**config.mk**
```make
export PLATFORM = sky130hd
export DESIGN_NAME = program_loader_seq
export DESIGN_NICKNAME = d
export VERILOG_FILES = /design/src/rtl/program_loader_seq.sv
export SDC_FILE = /design/constraint.sdc
export NUM_CORES = 1
export LEC_CHECK = 0
export CORE_MARGIN = 2
export CORE_UTILIZATION = 35
export DETAILED_ROUTE_END_ITERATION = 8
export GPL_TIMING_DRIVEN = 0
export PLACE_DENSITY = 0.75
export SLEW_MARGIN = 0
export SYNTH_ARGS = -nofsm -noshare
export SYNTH_HDL_FRONTEND = slang
export SYNTH_SLANG_ARGS = --single-unit
```
**constraint.sdc**
```tcl
create_clock -name clock -period 1.9 [get_ports clock]
set_input_delay 0.38 -clock clock [delete_from_list [all_inputs] [get_ports clock]]
set_output_delay 0.38 -clock clock [all_outputs]
set_load 0.02 [all_outputs]
```
**src/rtl/program_loader_seq.sv**
```systemverilog
// program_loader_seq: loads a program into instruction memory, runs the core, then dumps a register window
module program_loader_seq #(
  parameter int DATA_W    = 32,
  parameter int ADDR_W    = 9,
  parameter int PROG_LEN  = 12,
  parameter int REG_ID_W  = 4,
  parameter int DUMP_BASE = 3,
  parameter int NUM_DUMP  = 3,
  parameter int RUN_MAX   = 32
) (
  input  logic                clock,
  input  logic                rst_n,
  input  logic                start,
  output logic [ADDR_W-1:0]   prog_addr,
  input  logic [DATA_W-1:0]   prog_data,
  input  logic                halt,
  output logic [ADDR_W-1:0]   addr,
  output logic                wEn,
  output logic [DATA_W-1:0]   wDat,
  output logic                working,
  output logic [REG_ID_W-1:0] rID,
  input  logic [DATA_W-1:0]   rdata,
  output logic                dump_valid,
  output logic [REG_ID_W-1:0] dump_id,
  output logic [DATA_W-1:0]   dump_data,
  output logic                busy,
  output logic                done,
  output logic                timeout
);
  localparam int RW = RUN_MAX > 1 ? $clog2(RUN_MAX) : 1;
  localparam logic [ADDR_W-1:0]   LAST_K = ADDR_W'(PROG_LEN - 1);
  localparam logic [RW-1:0]       LAST_R = RW'(RUN_MAX - 1);
  localparam logic [REG_ID_W-1:0] LAST_J = REG_ID_W'(NUM_DUMP - 1);
  typedef enum logic [2:0] {IDLE, LOAD, RUN, SETTLE, DUMP, DONE} state_t;
  state_t              state;
  logic [ADDR_W-1:0]   k;
  logic [RW-1:0]       r;
  logic [REG_ID_W-1:0] j;
  logic                load;
  assign load      = state == LOAD;
  assign wEn       = load;
  assign addr      = load ? k : '0;
  assign prog_addr = load ? k : '0;
  assign wDat      = load ? prog_data : '0;
  assign working   = state == RUN;
  assign rID       = state == DUMP ? REG_ID_W'(DUMP_BASE) + j : '0;
  assign busy      = state inside {LOAD, RUN, SETTLE, DUMP};
  assign done      = state == DONE;
  // sequencer state, counters, sticky timeout and the one-cycle-late register dump strobe
  always_ff @(posedge clock) begin
    if (!rst_n) begin
      state      <= IDLE;
      k          <= '0;
      r          <= '0;
      j          <= '0;
      timeout    <= 1'b0;
      dump_valid <= 1'b0;
      dump_id    <= '0;
      dump_data  <= '0;
    end else begin
      dump_valid <= state == DUMP;
      if (state == DUMP) begin
        dump_id   <= rID;
        dump_data <= rdata;
      end
      case (state)
        IDLE, DONE: if (start) begin
          state   <= LOAD;
          k       <= '0;
          timeout <= 1'b0;
        end
        LOAD: if (k == LAST_K) begin
          state <= RUN;
          k     <= '0;
          r     <= '0;
        end else k <= k + 1'b1;
        RUN: if (halt) state <= SETTLE;
          else if (r == LAST_R) begin
            timeout <= 1'b1;
            state   <= SETTLE;
          end else r <= r + 1'b1;
        SETTLE: begin
          state <= DUMP;
          j     <= '0;
        end
        DUMP: if (j == LAST_J) state <= DONE;
          else j <= j + 1'b1;
        default: state <= IDLE;
      endcase
    end
  end
endmodule

```
[After elaboration in Yosys (flattened, before gate mapping)]
Cells that the tools add are included.
Cells by class
  add/subtract/negate cells: 4
  eq/ne operators: 16
  multiplexer cells: 22
  reductions and logical operators: 12
Operators with widths (number)
  $mux W32: 1
  $mux W9: 3
  $pmux W9 S2: 1
  $mux W3: 5
  $mux W5: 3
  $pmux W3 S5: 1
  $reduce_and A4 Y1: 3
  $pmux W5 S2: 1
  $add A9 B1 Y9 const B: 1
  $eq A9 B4 Y1 const B: 1
  $mux W4: 2
  $ne A2 B2 Y1 const B: 4
  $pmux W4 S2: 1
  $reduce_bool A2 Y1: 4
  $eq A3 B2 Y1 const B: 2
  $eq A3 B3 Y1 const B: 2
  $ne A2 B1 Y1 const B: 3
  $add A5 B1 Y5 const B: 1
  $eq A5 B5 Y1 const B: 1
  $add A2 B4 Y4 const A: 1
  $add A4 B1 Y4 const B: 1
  $eq A4 B2 Y1 const B: 1
  $reduce_and A2 Y1: 2
  $reduce_bool A4 Y1: 1
  6 further kinds: 8
Storage, ports and cells
  flip-flop bits (word level): 59
  bits of input ports: 68
  output and inout bits: 96
  logic and storage cells: 62

[Depth between registers and ports, before layout]
  depth after elaboration: 4
  gate-level depth with buffers: 7
  gate-level depth less buffers: 7

[Least setup slack after synthesis]
Ideal clock, no wire load.
  path kind: register to output
  start: reg state[2]
  end: out prog_addr[6]
  arrival time: 1.570 ns
  required time: 1.520 ns
  path slack: -0.050 ns
  stages on the path, launching flop included: 7
  buffers on the path: 3
  cell sequence: dfxtp_1 -> or3b_1 -> buf_2 -> inv_2 -> clkbuf_1 -> and2_1 -> buf_4
Between the ends
  cells in the longest elaborated chain, start to end: 2
RTL lines
  start, declared: line 35  | state_t state;
  start signal, assigned: line 52  | state <= IDLE;
  start signal, assigned: line 68  | state <= LOAD;
  start signal, assigned: line 73  | state <= RUN;
  $eq A3 B1 Y1: line 40  | assign load = state == LOAD;
  $mux W9
  end, declared: line 14  | output logic [ADDR_W-1:0] prog_addr,
No other way between the ends.

[Worst setup path in the final report]
  start: reg state[1]
  end: out prog_addr[5]
Between the ends
  cells in the longest elaborated chain, start to end: 2
RTL lines
  $eq A3 B1 Y1: line 40
  $mux W9: line 43  | assign prog_addr = load ? k : '0;
No other way between the ends.

==> results.md <==
* Die height at approximately 95 um
* Minimum clock period at 2.03 ns
* Setup CP Type: flip-flop to output pin
* CTS Buf Count at 9
* Setup TNS at -4.32 ns
* Cell family with most CP delay: simple AND/OR/NAND/NOR gates
* Initial antenna violation count at 0
* Core area at 8130 um^2
* Buf/Inv on CP at 4
* Critical Path RT at 1.52 ns
* Reg2Reg Setup Slack at 0.08 ns
* Routed WL per cell at approximately 15 um
* Layout area overhead at 77.7%
* Yosys reg bits at approximately 60
* Post-Synthesis Cells at 368
* Final net count at between 600 and 700
* M1 WL at 3700 um
* Maximum vdd drop at 0.000402 V
* IO Count at 164
* Syn avg cell area at 7.88 um^2
* Failing checks: negative setup slack
* Pwr dens at ~680 nW/um^2
* Unrepaired setup endpoints after global routing: yes
* Filler Cells Inserted at approximately 720
* Register Area at 1190 um^2
* Post-CTS Hold Buffers at 0
* IO buf count at 162
* # DRC at 0
* HPWL Detailed at 7140 um
* Vias in the first global route at 2985
* Slew HR at 58.0%
* Num Clock Sinks at 59
* Row count at 33
* Setup WS post-layout at -0.129 ns
* Register area share after synthesis at 40.7%
* Layout Utilization at 63.3%
* Root Buffer: clkbuf_8
* Wire length on met2 at 4980 um
* Number of routed nets with antenna violations at 0
* Final WL at 9820 um
* Number of flops mapped to enable cells by yosys at 0
* Post-synthesis async set-or-reset flop share at 0%
* Fmax at 493 MHz
* Status: complete, but fails checks
* Synth Net Count at 442
* CP endpoint kind: output pin
* Total leakage power at about 0.0020 uW
* Critical Path AT at 1.65 ns
* Initial core utilization at 35.7%
* DRT iter0 DRCs at 81
* Post-Syn Area at 2900 um^2
* First-pass GRT wire length at approximately 14000 um
* First-pass DRT Iterations at 4
* Vias after detailed routing at 3219
* N_diodes at 0
* Layout cell share with drive strength beyond 1 at between 20 and 30%
* Final hold vios at 0
* Final slew viol count at 0
* Critical-path cell list: or3b_4, inv_8, buf_8, and2_4, buf_6, buf_6
* Synth warn at 0
* Clock Skew at 0.00952 ns
* Largest net degree at the start of global routing at 12
* Hold/Removal Path Class: input pin to flip-flop
* Reg clk slew, reported paths at 0.07 ns
* Worst path most repeated cell: buf_6
* Total track usage at a little over 20%
* CTS tree: yes
* Multi-input logic area at 1620 um^2
* Max cap viols at 0
* Die ar. at 9030 um^2
* Critical-path maximum fanout at 5
* Post-synth top flop: dfxtp_1
* Aggregate global routing overflow at 0
* CP max-delay cell: or3b_4
* Top Layer Used: met4
* Met3 WL at 952 um
* Die Wd at ~95 um
* Crit path launch type: flip-flop
* Clk_lat worst skew at 0.34 ns
* Crit path largest cell delay at approximately 0.43 ns
* Routability cong. at 0.854
* Vias/cell at 4.85
* CTS max path bufs at 2
* Most frequent cells in the layout: clkdlybuf4s50_1 (104), nand2_1 (78), dfxtp_1 (52)
* Commonest non-fill, non-tap cell in the layout: clkdlybuf4s50_1
* Cell variety after synth at 48
* H-tree depth at 3
* Slew @ Worst Pin at roughly 0.63 ns
* Final-report setup violation count at 50
* Final period util at 107%
[layout make-up]
cell class | count | share of cell area [%]
clock buffer | 10 | 2.67
clock inverter | 6 | 1.24
inverter | 8 | 0.777
tap | 105 | 2.55
buffer | 33 | 5.08
timing repair inverter | 1 | 0.219
sequential | 59 | 23.1
timing repair buffer | 176 | 32.9
multi-input combinational | 266 | 31.4
[power by group]
part / switching, uW / internal (uW) / total [uW] / leakage, uW
combinational: 519 / 525 / 1040 / 0.00144
clock: 515 / 641 / 1160 / 0.0000987
sequential: 26.0 / 1270 / 1300 / 0.000479
[state kept, by name (all words and copies together), names as in the netlist]
| register | count |
|---|---|
| dump_id | 4 |
| r | 5 |
| dump_valid | 1 |
| k | 9 |
| state | 3 |
| j | 4 |
| dump_data | 32 |
| timeout | 1 |
[Yosys cell counts, types with 3 or more instances]
| cell | count | share of area [%] |
|---|---|---|
| inv_1 | 7 | 0.91 |
| o21ai_0 | 6 | 1.0 |
| clkbuf_1 | 15 | 1.9 |
| nand3b_1 | 5 | 1.3 |
| dfxtp_1 | 59 | 41 |
| nor3_1 | 3 | 0.52 |
| nand3_1 | 11 | 1.9 |
| buf_4 | 11 | 2.8 |
| a31oi_1 | 3 | 0.65 |
| a21oi_1 | 42 | 7.2 |
| and2_1 | 41 | 8.8 |
| nand2_1 | 79 | 10 |
| ha_1 | 6 | 2.6 |
| buf_2 | 7 | 1.2 |
| nor2_1 | 23 | 3.0 |
| mux2i_1 | 5 | 1.7 |
| xnor2_1 | 3 | 0.91 |
| nor3b_1 | 3 | 0.78 |
[worst register-to-register path: cells and delay by family, from the launching register on]
kind,cells,cell delay (ns)
and+or+nand+nor,4,0.70
adders and majority gates,2,0.45
DFF,1,0.35
AOI/OAI and AO/OA,1,0.25
[metal layers]
metal | GRT usage, % | vias to the layer above
met5 | 0 | -
met4 | 8.33 | 0
met3 | 6.17 | 17
met2 | 37.2 | 141
met1 | 22.4 | 1477
li1 | - | 1584
[repair_timing]
item / CTS / global route
endpoints found under the hold margin: 0 / 0
pin swaps: 2 / 7
resized for setup: 340 / 56
gates cloned: 2 / 0
endpoints found under the setup margin: 59 / 67
buffers inserted: 5 / 8
[logic make-up after synthesis]
family	share of synthesized area (%)
compound gates	15.2
xor+xnor	1.21
fa+ha+maj	2.59
buf+inv	7.55
flops	40.7
mux	1.73
simple gates	31.0
[per-stage QoR]
step                      cells  instance area (um^2)  power, uW  setup WS (ns)  hold WS, ns
after CTS                   657                  4980       3500         -0.243        0.425
after global placement      635                  4660       2230         -0.674        0.441
after global routing        664                  5150       3650         -0.189        0.456
final                       664                  5150       3500         -0.129        0.433
after floorplan             368                  2910       1790         0.0176        0.439
after detailed placement    635                  4660       2240         -0.718        0.445
[path summary, 6_finish.rpt]
path                     start      endpoint  depth (start not counted)
hold reg to reg   dump_data[3]  dump_data[3]                          2
hold / removal           rst_n          r[1]                          3
setup reg to reg          r[0]          r[3]                          7
setup / recovery      state[1]  prog_addr[5]                          6
Power figures use the tool's default switching activity.
